===== src/rtl/control_sequencer.sv =====
// Hardwired control unit: steps fetch (T0-T2) and execute (T3-T7) micro-steps,
// decoding IR[31:27] into the datapath's select, bus-drive, load and ALU strobes.
module control_sequencer #(
  parameter logic [4:0] ADD_OP = 5'b00011
) (
  input  logic        Clock,
  input  logic        clear,
  input  logic [31:0] IR,
  input  logic        CON_FF,
  input  logic        Stop,
  output logic        Run,
  output logic [4:0]  opcode,
  output logic        Gra, Grb, Grc, Rin, Rout, BAout,
  output logic        PCout, MDRout, Zhighout, Zlowout, HIout, LOout, Inportout, Cout,
  output logic        PCin, IRin, MARin, MDRin, Yin, Zin, HIin, LOin, Outportin, CONin,
  output logic        IncPC, Read, Write
);

  typedef enum logic [3:0] {
    S_RST, S_T0, S_T1, S_T2, S_T3, S_T4, S_T5, S_T6, S_T7, S_HALT
  } state_t;

  typedef enum logic [3:0] {
    C_ALU, C_IMM, C_LDI, C_LD, C_ST, C_MULDIV, C_NEGNOT, C_BR,
    C_JR, C_IN, C_OUT, C_MFHI, C_MFLO, C_HALT, C_NONE
  } iclass_t;

  state_t      state, next_state;
  iclass_t     iclass;
  logic [4:0]  op;
  logic        unused_ir;

  assign op        = IR[31:27];
  assign unused_ir = ^IR[26:0];

  always_comb begin
    case (op) inside
      5'd0:            iclass = C_LD;
      5'd1:            iclass = C_LDI;
      5'd2:            iclass = C_ST;
      [5'd3:5'd11]:    iclass = C_ALU;
      [5'd12:5'd14]:   iclass = C_IMM;
      5'd15, 5'd16:    iclass = C_MULDIV;
      5'd17, 5'd18:    iclass = C_NEGNOT;
      5'd19:           iclass = C_BR;
      5'd20:           iclass = C_JR;
      5'd22:           iclass = C_IN;
      5'd23:           iclass = C_OUT;
      5'd24:           iclass = C_MFHI;
      5'd25:           iclass = C_MFLO;
      5'd27:           iclass = C_HALT;
      default:         iclass = C_NONE;   // nop, jal, undefined
    endcase
  end

  // NOTE: state register uses non-blocking assignment so every flop samples
  // pre-edge values; combinational blocks below use blocking assignment.
  always_ff @(posedge Clock or negedge clear) begin
    if (!clear) state <= S_RST;
    else        state <= next_state;
  end

  // NOTE: every output and next_state gets a default first so no path through
  // the case statements can infer a latch.
  always_comb begin
    next_state = S_T0;
    Run = (state != S_HALT);
    opcode = '0;
    {Gra, Grb, Grc, Rin, Rout, BAout} = '0;
    {PCout, MDRout, Zhighout, Zlowout, HIout, LOout, Inportout, Cout} = '0;
    {PCin, IRin, MARin, MDRin, Yin, Zin, HIin, LOin, Outportin, CONin} = '0;
    {IncPC, Read, Write} = '0;

    case (state)
      S_RST: next_state = S_T0;
      S_T0: begin
        {PCout, MARin, IncPC, Zin} = '1;
        next_state = S_T1;
      end
      S_T1: begin
        {Zlowout, PCin, Read, MDRin} = '1;
        next_state = S_T2;
      end
      S_T2: begin
        {MDRout, IRin} = '1;
        if (Stop)                 next_state = S_HALT;
        else if (iclass == C_NONE) next_state = S_T0;
        else                      next_state = S_T3;
      end
      S_T3: begin
        next_state = S_T4;
        case (iclass)
          C_ALU, C_IMM:        {Grb, Rout, Yin} = '1;
          C_LDI, C_LD, C_ST:   {Grb, BAout, Yin} = '1;
          C_MULDIV:            {Gra, Rout, Yin} = '1;
          C_NEGNOT: begin
            {Grb, Rout, Zin} = '1;
            opcode = op;
          end
          C_BR:                {Gra, Rout, CONin} = '1;
          C_JR:   begin {Gra, Rout, PCin} = '1;        next_state = S_T0; end
          C_IN:   begin {Inportout, Gra, Rin} = '1;    next_state = S_T0; end
          C_OUT:  begin {Gra, Rout, Outportin} = '1;   next_state = S_T0; end
          C_MFHI: begin {HIout, Gra, Rin} = '1;        next_state = S_T0; end
          C_MFLO: begin {LOout, Gra, Rin} = '1;        next_state = S_T0; end
          C_HALT:              next_state = S_HALT;
          default:             next_state = S_T0;
        endcase
      end
      S_T4: begin
        next_state = S_T5;
        case (iclass)
          C_ALU:    begin {Grc, Rout, Zin} = '1; opcode = op; end
          C_IMM:    begin {Cout, Zin} = '1;      opcode = op; end
          C_LDI, C_LD, C_ST: begin {Cout, Zin} = '1; opcode = ADD_OP; end
          C_MULDIV: begin {Grb, Rout, Zin} = '1; opcode = op; end
          C_NEGNOT: begin {Zlowout, Gra, Rin} = '1; next_state = S_T0; end
          C_BR:     {PCout, Yin} = '1;
          default:  next_state = S_T0;
        endcase
      end
      S_T5: begin
        next_state = S_T6;
        case (iclass)
          C_ALU, C_IMM, C_LDI: begin {Zlowout, Gra, Rin} = '1; next_state = S_T0; end
          C_LD, C_ST:  {Zlowout, MARin} = '1;
          C_MULDIV:    {Zlowout, LOin} = '1;
          C_BR:        begin {Cout, Zin} = '1; opcode = ADD_OP; end
          default:     next_state = S_T0;
        endcase
      end
      S_T6: begin
        next_state = S_T0;
        case (iclass)
          C_LD:     begin {Read, MDRin} = '1;      next_state = S_T7; end
          C_ST:     begin {Gra, Rout, MDRin} = '1; next_state = S_T7; end
          C_MULDIV: {Zhighout, HIin} = '1;
          C_BR:     if (CON_FF) {Zlowout, PCin} = '1;
          default:  ;
        endcase
      end
      S_T7: begin
        case (iclass)
          C_LD:    {MDRout, Gra, Rin} = '1;
          C_ST:    Write = 1'b1;
          default: ;
        endcase
      end
      S_HALT:  next_state = S_HALT;
      default: next_state = S_RST;
    endcase
  end

endmodule


===== config.mk =====
export PLATFORM = sky130hd
export DESIGN_NAME = control_sequencer
export DESIGN_NICKNAME = d
export VERILOG_FILES = /design/src/rtl/control_sequencer.sv
export SDC_FILE = /design/constraint.sdc
export NUM_CORES = 1
export LEC_CHECK = 0
export CORE_AREA = 2 2 56 58
export CTS_BUF_LIST = sky130_fd_sc_hd__clkbuf_4 sky130_fd_sc_hd__clkbuf_8 sky130_fd_sc_hd__clkbuf_16
export DETAILED_ROUTE_END_ITERATION = 6
export DIE_AREA = 0 0 58 60
export HOLD_SLACK_MARGIN = 0.12
export PLACE_DENSITY = 0.88
export SLEW_MARGIN = 30
export SYNTH_ARGS = -nofsm -noshare
export SYNTH_HDL_FRONTEND = slang
export SYNTH_SLANG_ARGS = --single-unit

===== constraint.sdc =====
create_clock -name Clock -period 2.7 [get_ports Clock]
set_input_delay 0.54 -clock Clock [delete_from_list [all_inputs] [get_ports Clock]]
set_output_delay 0.54 -clock Clock [all_outputs]
set_load 0.01 [all_outputs]

==> flow_summary.json, run 1 <==
{
  "status": "finished, final reports clean",
  "synth_top_family_by_area": "simple AND/OR/NAND/NOR gates",
  "num_io_pins": 69,
  "finalCritPeriodShare_pct": 97.6,
  "grtUsageTotal_pct": 25.5,
  "core_area_mm2": 0.00290,
  "drv_slew": 0,
  "avgSynthCellArea_um2": 6.57,
  "fin_area_mm2": 0.00195,
  "ys_seq_area_share_pct": 8.96,
  "ys_ff_latch": 4,
  "grt_pass1_wl_um": 6860,
  "cts_root_buffer": "clkbuf_4",
  "p_int_uw": 561,
  "drtIter0Drc": 73,
  "postRouteAntennaNets": 0,
  "synth_simple_gate_area_share_pct": 53.4,
  "ys_async_sr_fraction_pct": 100,
  "synth-compound-area-share_pct": 25.4,
  "p_leak_nw": 1.03,
  "synth_adder_area_share_pct": 0,
  "syn-num-nets": 206,
  "worst_slew_pin_slew_ns": 0.404,
  "rsz0062_at_grt": "false",
  "worstSetupPathType": "in -> out",
  "regArea_um2": 100,
  "hold_class": "in -> async",
  "io_buffers": 41,
  "p_sw_uw": 502,
  "fillers": 254,
  "yosys_warnings": 0,
  "largest-register": "state",
  "clkTransAtPathRegs_ns": 0.04,
  "fin_crit_ns": 2.63,
  "routed_wl_um": 4330,
  "start_kind": "input port",
  "path_max_fanout": 9,
  "cts_tree": "done",
  "powerDensity_mw_per_mm2": 546,
  "nets": 283,
  "numCtsBuffers": 3,
  "drcViolationCount": 0,
  "combPwrFrac_pct": 81.0,
  "top_regs": "state x4",
  "placed_area_mm2": 0.00182,
  "fp.dieArea_mm2": 0.00348,
  "fmax_mhz": 380,
  "die_h_um": 60,
  "r2r_end": "state[2]$_DFF_PN0_",
  "htree_levels": 1,
  "worstSkewPairLatency_ns": 0.24,
  "grt_overflow_total": 0,
  "num_rows": 20,
  "power_frac_seq_pct": 11.8,
  "worst_slew_margin_rel_pct": 72.7,
  "num_vias": 1622,
  "finalClockSkew_ns": 0.00649,
  "grt_max_degree": 19,
  "cp_data_arrival_time_ns": 2.09,
  "post_route_cells_drive_above_1_share_pct": 30.6,
  "antenna_found_initial": 0,
  "die_w_um": 58,
  "setup_viol": 0,
  "reg2reg_from": "state[1]$_DFF_PN0_",
  "max_cap_viol_count": 0,
  "power_frac_clock_pct": 7.2,
  "synth_xor_area_share_pct": 1.57,
  "synth_cells": 170,
  "cts_num_sinks": 4,
  "avgViaCountPerCell": 5.83,
  "grt_pass1_vias": 1530,
  "swShare_pct": 47.3,
  "ys_types": 49,
  "synthMuxAreaShare_pct": 0.896,
  "dp_hpwl_um": 3310,
  "multiInputGateArea_um2": 973,
  "crit_start": "IR[30]",
  "largest_reg_flops": 4,
  "final_hold_viol_count": 0,
  "synth_edf_count": 0,
  "synth_flop_cell": "dfrtp_1",
  "ff2ff_setup_slack_ns": 1.10,
  "wl_per_cell_um": 15.6,
  "setup_tns_ns": 0,
  "cts_hold_buf": 0,
  "vdd_drop_max_mv": 0.512,
  "syn_to_final_growth_pct": 74.2,
  "dr.pass1.iters": 4,
  "clockBufferDepth": 2,
  "worstPathRequired_ns": 2.16,
  "syn_area_mm2": 0.00112,
  "gp_congestion": 0.984,
  "reg2regPathDepth": 6,
  "n_antenna_cell": 0,
  "timing.critical_path.to": "Zin",
  "start_util_pct": 38.5,
  "endpoint_kind": "primary output"
}
-- logic make-up (layout without fill, tap and decap cells) --
| group | after synthesis | after routing |
|---|---|---|
| buffers and inverters | 21 | 96 |
| AO/OA/AOI/OAI | 43 | 43 |
| multiplexers | 1 | 1 |
| flip-flops | 4 | 4 |
| XOR/XNOR | 2 | 2 |
| AND/OR/NAND/NOR | 99 | 99 |
-- stage by stage --
| stage | power [mW] | worst slack (ns) | util, % | hold slack, ns | cells |
|---|---|---|---|---|---|
| final | 1.06 | 0.0655 | 67.1 | 0.498 | 278 |
| after global routing | 1.14 | 0.00473 | 67.1 | 0.512 | 278 |
| after CTS | 1.06 | 0.0203 | 65.6 | 0.502 | 278 |
| after detailed placement | 1.01 | -0.609 | 62.8 | 0.755 | 273 |
| after global placement | 0.987 | -0.503 | 62.8 | 0.750 | 273 |
| after floorplan | 0.608 | 0.455 | - | 0.244 | 170 |
-- power by group through the flow --
| stage | clock network [mW] | logic, mW | registers (mW) |
|---|---|---|---|
| final | 0.0769 | 0.861 | 0.125 |
| after global routing | 0.0828 | 0.933 | 0.129 |
| after CTS | 0.0774 | 0.855 | 0.125 |
| after detailed placement | 0 | 0.884 | 0.125 |
| after global placement | 0 | 0.865 | 0.122 |
| after floorplan | 0 | 0.487 | 0.121 |
-- worst min path at each step --
stage	to	start	slack, ns
after floorplan	state[0]$_DFF_PN0_	clear	0.24
after global placement	state[1]$_DFF_PN0_	clear	0.75
after detailed placement	state[1]$_DFF_PN0_	clear	0.76
after CTS	state[1]$_DFF_PN0_	clear	0.50
after global routing	state[1]$_DFF_PN0_	clear	0.51
final	state[1]$_DFF_PN0_	clear	0.50
-- cells in the mapped netlist (all sizes together) (3+ instances only) --
| master | count | area [um2] |
|---|---|---|
| nand3 | 13 | 65.1 |
| nand3b | 4 | 30.0 |
| o21ai | 14 | 70.1 |
| nand4 | 3 | 18.8 |
| nand2b | 7 | 43.8 |
| nor2b | 6 | 37.5 |
| nor3 | 10 | 50.1 |
| a21oi | 9 | 45.0 |
| nor2 | 17 | 63.8 |
| clkbuf | 6 | 22.5 |
| and2 | 4 | 25.0 |
| nand2 | 11 | 41.3 |
| nor3b | 4 | 30.0 |
| inv | 3 | 11.3 |
| dfrtp | 4 | 100 |
| o22ai | 4 | 31.3 |
| buf | 12 | 75.1 |
| or3 | 3 | 18.8 |
-- layout by cell type (no fill, tap or decap), drive strengths merged, types with 3 or more instances in the layout --
| cell type | instances |
|---|---|
| buf | 49 |
| nor2 | 17 |
| dlygate4sd2 | 14 |
| o21ai | 14 |
| nand3 | 13 |
| nand2 | 11 |
| dlymetal6s2s | 10 |
| nor3 | 10 |
| a21oi | 9 |
| clkdlybuf4s50 | 9 |
| nand2b | 7 |
| clkdlybuf4s15 | 7 |
| nor2b | 6 |
| nor3b | 4 |
| nand3b | 4 |
| dfrtp | 4 |
| o22ai | 4 |
| and2 | 4 |
| inv | 3 |
| nand4 | 3 |
| clkbuf | 3 |
| or3 | 3 |
-- metal layers --
| metal | vias to the layer above | global-route usage (%) | part of all wire (%) |
|---|---|---|---|
| li1 | 782 | - | - |
| met1 | 747 | 32.4 | 42 |
| met2 | 82 | 44.3 | 48 |
| met3 | 11 | 3.68 | 7.8 |
| met4 | 0 | 7.97 | 1.9 |
| met5 | - | 0 | 0 |
-- timing repair --
action / CTS / global route
resized for setup: 48 / 18
pin swaps: 2 / 2
endpoints found under the hold margin: 0 / 0
setup endpoints to repair: 30 / 15
cloned: 0 / 0
setup buffers: 2 / 0
-- worst max-delay path, cell delays in order --
cell and delay (ns):
clkdlybuf4s15_2 0.23, buf_4 0.18, nand2b_1 0.16, buf_4 0.14
a41o_1 0.25, buf_4 0.14, nand4b_1 0.15, dlygate4sd2_1 0.29
-- area by class of cell --
type,count,area share [%]
repair buffers,90,41.0
flip-flops and latches,4,5.14
clock buffers,3,1.16
inverters,3,0.578
well taps,33,2.12
multi-input cells,145,50.0
Power figures use the tool's default switching activity.
==> run 2, diff against run 1 <==
--- a/config.mk
+++ b/config.mk
@@ -15,3 +15,4 @@
 export SYNTH_ARGS = -nofsm -noshare
 export SYNTH_HDL_FRONTEND = slang
 export SYNTH_SLANG_ARGS = --single-unit
+export TNS_END_PERCENT = 5
==> run 2 against run 1 <==
The flow now finishes with violations (setup timing). Critical path type unchanged. Critical path depth down 2. Cell count up 0.72%. Sequential share of layout area up 0.070 points. Sequential cell count unchanged. Global-route usage down 0.56 points. Largest power group unchanged.
==> flow_summary.json, run 2 (synthesized netlist as in run 1, its figures left out) <==
{
  "crit_start": "IR[30]",
  "worst_slew_margin_rel_pct": 73.1,
  "cts_root_buffer": "clkbuf_4",
  "io_buffers": 41,
  "worst-path-buf-inv": 3,
  "grt_overflow_total": 0,
  "cts_tree": "done",
  "hold_slack_ns": 0.498,
  "setup_slack_ns": -0.0309,
  "num_vias": 1626,
  "powerDensity_mw_per_mm2": 549,
  "cts_hold_buf": 0,
  "wl_per_cell_um": 15.2,
  "clkTransAtPathRegs_ns": 0.04,
  "dp_hpwl_um": 3310,
  "violations": "setup timing",
  "grt_max_degree": 19,
  "gp_congestion": 0.984,
  "final_hold_viol_count": 0,
  "worstSkewPairLatency_ns": 0.24,
  "start_util_pct": 38.5,
  "path_max_fanout": 6,
  "ff2ff_setup_slack_ns": 1.05,
  "finalCritPeriodShare_pct": 101,
  "avgViaCountPerCell": 5.81,
  "p_leak_nw": 0.943,
  "start_kind": "input port",
  "drtIter0Drc": 67,
  "n_antenna_cell": 0,
  "max_stage_delay_ns": 0.52,
  "core_area_mm2": 0.00290,
  "setup_viol": 1,
  "drv_slew": 0,
  "numCtsBuffers": 3,
  "fin_crit_ns": 2.73,
  "antenna_found_initial": 0,
  "grt_pass1_wl_um": 6720,
  "hold_class": "in -> async",
  "num_io_pins": 69,
  "endpoint_kind": "primary output",
  "max_cap_viol_count": 0,
  "largest-register": "state",
  "cpLargestDelayFamily": "buffers and inverters",
  "die_h_um": 60,
  "drcViolationCount": 0,
  "die_w_um": 58,
  "nets": 285,
  "postRouteAntennaNets": 0,
  "status": "complete, but fails checks",
  "worstPathRequired_ns": 2.16,
  "fillers": 260,
  "cts_num_sinks": 4,
  "cp_data_arrival_time_ns": 2.19,
  "vdd_drop_max_mv": 0.505,
  "worstSetupPathType": "in -> out",
  "final_common_cell": "buf_4",
  "crit_slowest_cell": "clkdlybuf4s50_1",
  "fp.dieArea_mm2": 0.00348,
  "rsz0062_at_grt": "true",
  "reg2reg_from": "state[1]$_DFF_PN0_",
  "finalClockSkew_ns": 0.00647,
  "routed_wl_um": 4260,
  "fmax_mhz": 366,
  "crit_path_cell_trace": "clkdlybuf4s15_2, or3b_4, nor3_4, a41o_1, buf_4, clkdlybuf4s50_1",
  "syn_to_final_growth_pct": 71.9,
  "top_regs": "state x4",
  "grtUsageTotal_pct": 24.9,
  "final_cell_mix": "buf_4, dlygate4sd2_1, nor2_1, nand3_1",
  "post_route_cells_drive_above_1_share_pct": 31.6,
  "setup_tns_ns": -0.0309,
  "worst_slew_pin_slew_ns": 0.398,
  "reg2regPathDepth": 6,
  "r2r_end": "state[2]$_DFF_PN0_",
  "dr.pass1.iters": 4,
  "htree_levels": 1,
  "clockBufferDepth": 2,
  "grt_pass1_vias": 1504,
  "num_rows": 20,
  "largest_reg_flops": 4
}
-- run 2: changes by cell type in the layout (fill, tap and decap cells not counted), moves of 2 or more --
| cell | previous run | this run |
|---|---|---|
| dlymetal6s2s_1 | 10 | 4 |
| clkbuf_2 | 0 | 4 |
| clkdlybuf4s15_2 | 5 | 1 |
| dlygate4sd2_1 | 14 | 18 |
| buf_4 | 47 | 49 |
| clkdlybuf4s50_1 | 9 | 11 |
-- run 2: per-layer routing --
metal	vias up	track usage [%]	wire [um]
met3	7	2.81	331
li1	785	-	-
met5	-	0	0
met2	76	43.5	2060
met1	758	32.4	1830
met4	0	6.98	44
-- run 2: how the worst max path moves through the flow --
stage	to	slack, ns	cells after the start
after floorplan	opcode[0]	0.46	5
after global placement	opcode[0]	-0.50	6
after detailed placement	opcode[0]	-0.61	6
after CTS	MDRin	-0.13	5
after global routing	Cout	-0.11	6
final	Cout	-0.03	6
-- run 2: final cells by class --
type	count	area [um2]	share of cell area, %
clock buffers	3	22.5	1.17
inverters	3	11.3	0.586
multi-input cells	145	976	50.8
flip-flops and latches	4	100	5.21
well taps	33	41.3	2.15
repair buffers	92	769	40.1
-- run 2: report_power, final --
group | leakage, nW | switching [mW] | total, mW | internal (mW)
combinational | 0.879 | 0.439 | 0.853 | 0.414
sequential | 0.0508 | 0.0359 | 0.125 | 0.0894
clock | 0.0138 | 0.0268 | 0.0766 | 0.0499
-- run 2: what timing repair did --
item | 4_1_cts | 5_1_grt
resized for setup | 42 | 22
endpoints found under the setup margin | 30 | 15
buffers inserted | 0 | 4
pin swaps | 0 | 3
-- run 2: per-stage QoR --
step	area, um2	total power [mW]	utilization (%)	std cells	setup slack, ns
after floorplan	1120	0.608	-	170	0.455
after global placement	1820	0.987	62.8	273	-0.503
after detailed placement	1820	1.01	62.8	273	-0.609
after CTS	1860	1.04	64.1	276	-0.126
after global routing	1920	1.14	66.2	280	-0.110
final	1920	1.05	66.2	280	-0.0309
==> run 3, diff against run 2 <==
--- a/config.mk
+++ b/config.mk
@@ -5,14 +5,13 @@
 export SDC_FILE = /design/constraint.sdc
 export NUM_CORES = 1
 export LEC_CHECK = 0
-export CORE_AREA = 2 2 56 58
+export CORE_AREA = 4 4 80 45
 export CTS_BUF_LIST = sky130_fd_sc_hd__clkbuf_4 sky130_fd_sc_hd__clkbuf_8 sky130_fd_sc_hd__clkbuf_16
 export DETAILED_ROUTE_END_ITERATION = 6
-export DIE_AREA = 0 0 58 60
+export DIE_AREA = 0 0 84 49
 export HOLD_SLACK_MARGIN = 0.12
 export PLACE_DENSITY = 0.88
 export SLEW_MARGIN = 30
 export SYNTH_ARGS = -nofsm -noshare
 export SYNTH_HDL_FRONTEND = slang
 export SYNTH_SLANG_ARGS = --single-unit
-export TNS_END_PERCENT = 5
==> run 3 against run 2 <==
Sequential share of layout area down 0.14 points. Utilization up 2.5 points. Via count up 2.5%. The run now ends clean. Largest cell class unchanged.
==> flow_summary.json, run 3 (synthesized netlist as in run 1, its figures left out) <==
{
  "grt_pass1_wl_um": 7310,
  "core_area_mm2": 0.00287,
  "final_common_cell": "buf_4",
  "die_h_um": 49,
  "drtIter0Drc": 234,
  "fin_util_pct": 68.6,
  "p_sw_uw": 540,
  "num_vias": 1666,
  "grt_max_degree": 17,
  "numCtsBuffers": 3,
  "vdd_drop_max_mv": 0.364,
  "cts_tree": "done",
  "p_int_uw": 592,
  "fmax_mhz": 376,
  "num_io_pins": 69,
  "syn_to_final_growth_pct": 76.5,
  "dp_hpwl_um": 3520,
  "fin_crit_ns": 2.66,
  "clockBufferDepth": 2,
  "cp_data_arrival_time_ns": 2.12,
  "io_buffers": 41,
  "layoutNonFillerInstCount": 284,
  "status": "finished, final reports clean",
  "htree_levels": 1,
  "dr.pass1.iters": 4,
  "power_frac_seq_pct": 9.9,
  "max_cap_viol_count": 0,
  "cts_num_sinks": 4,
  "fp.dieArea_mm2": 0.00412,
  "num_rows": 14,
  "p_leak_nw": 0.912,
  "finalClockSkew_ns": 0.00187,
  "gp_congestion": 1.12,
  "top_regs": "state x4",
  "path_max_fanout": 4,
  "worstPathRequired_ns": 2.16,
  "hold_slack_ns": 0.543,
  "hold_class": "in -> async",
  "wl_per_cell_um": 17.3,
  "clkTransAtPathRegs_ns": 0.03,
  "worst_slew_margin_rel_pct": 71.8,
  "die_w_um": 84,
  "antenna_found_initial": 0,
  "n_antenna_cell": 0,
  "final_cell_mix": "buf_4, dlygate4sd2_1, nor2_1, nand3_1, nand2_1",
  "drv_slew": 0,
  "largest_reg_flops": 4,
  "grt_pass1_vias": 1479,
  "combPwrFrac_pct": 79.3,
  "setup_tns_ns": 0,
  "start_kind": "input port",
  "drcViolationCount": 0,
  "worst_slew_pin_slew_ns": 0.420,
  "largest-register": "state",
  "grtUsageTotal_pct": 21.2,
  "start_util_pct": 38.9,
  "power_frac_clock_pct": 10.8,
  "nets": 282,
  "post-place-cells": 275,
  "grt_overflow_total": 0,
  "endpoint_kind": "primary output",
  "avgViaCountPerCell": 5.87,
  "final_hold_viol_count": 0,
  "post_route_cells_drive_above_1_share_pct": 40.6,
  "swShare_pct": 47.7,
  "worstSetupPathType": "in -> out",
  "postRouteAntennaNets": 0,
  "worstSkewPairLatency_ns": 0.21,
  "cts_root_buffer": "clkbuf_8",
  "finalCritPeriodShare_pct": 98.4,
  "powerDensity_mw_per_mm2": 574,
  "setup_viol": 0,
  "routed_wl_um": 4900
}
run 3: cell types whose count changed in the layout (fill, tap and decap cells not counted), moves of 3 or more:
cell	before	now
clkdlybuf4s50_1	11	7
buf_4	49	43
nor2_2	1	4
buf_2	0	6
a21oi_2	0	4
a21oi_1	9	5
nor3_1	9	6
clkbuf_8	0	3
clkbuf_4	3	0
nor2_1	16	13
dlygate4sd2_1	18	14
nor3_2	0	3
run 3: repair_timing:
item,CTS,global route
resized for setup,69,44
hold endpoints to repair,0,0
hold buffers,0,0
setup buffers,3,3
endpoints found under the setup margin,30,20
pin swaps,5,7
run 3: final timing paths:
kind | from | end | slack [ns] | cells after the start
worst min register to register | state[0]$_DFF_PN0_ | state[2]$_DFF_PN0_ | 0.81 | 3
min in group Clock | state[0]$_DFF_PN0_ | state[2]$_DFF_PN0_ | 0.81 | 3
worst min-delay path | clear | state[3]$_DFF_PN0_ | 0.54 | 1
worst max register to register | state[0]$_DFF_PN0_ | state[2]$_DFF_PN0_ | 1.01 | 6
worst max-delay path | IR[30] | Zin | 0.04 | 8
max in group asynchronous | clear | state[2]$_DFF_PN0_ | 1.98 | 1
run 3: worst max-delay path, cell delays in order:
cell           delay, ns
dlygate4sd2_1       0.26
or3b_4              0.39
buf_4               0.16
nor3_4              0.23
a41o_1              0.16
buf_4               0.12
nand4b_1            0.11
buf_2               0.14
run 3: cell type report:
cell class              count  area [um2]
multi-input cells         145        1040
fillers                   243         901
repair buffers             89         728
flip-flops and latches      4         100
well taps                  40        50.0
clock buffers               3        41.3
inverters                   3        11.3
run 3: layer usage:
metal | GRT usage (%) | vias up | wire [um]
li1 | - | 778 | -
met1 | 31.3 | 771 | 2210
met2 | 31.8 | 108 | 2130
met3 | 5.40 | 9 | 497
met4 | 2.41 | 0 | 71
met5 | 0 | - | 0
run 3: per-stage QoR:
step	setup slack, ns	cell area, um2	total power [mW]
2_1_floorplan	0.455	1120	0.608
3_3_place_gp	-0.511	1810	0.992
3_5_place_dp	-0.540	1810	1.01
4_1_cts	-0.178	1900	1.10
5_1_grt	-0.0239	1970	1.22
6_report	0.0438	1970	1.13
run 3: power groups by stage:
stage	logic [mW]	registers [mW]	clock network, mW
after floorplan	0.487	0.121	0
after global placement	0.884	0.108	0
after detailed placement	0.899	0.110	0
after CTS	0.861	0.110	0.125
after global routing	0.966	0.117	0.134
final	0.897	0.112	0.122
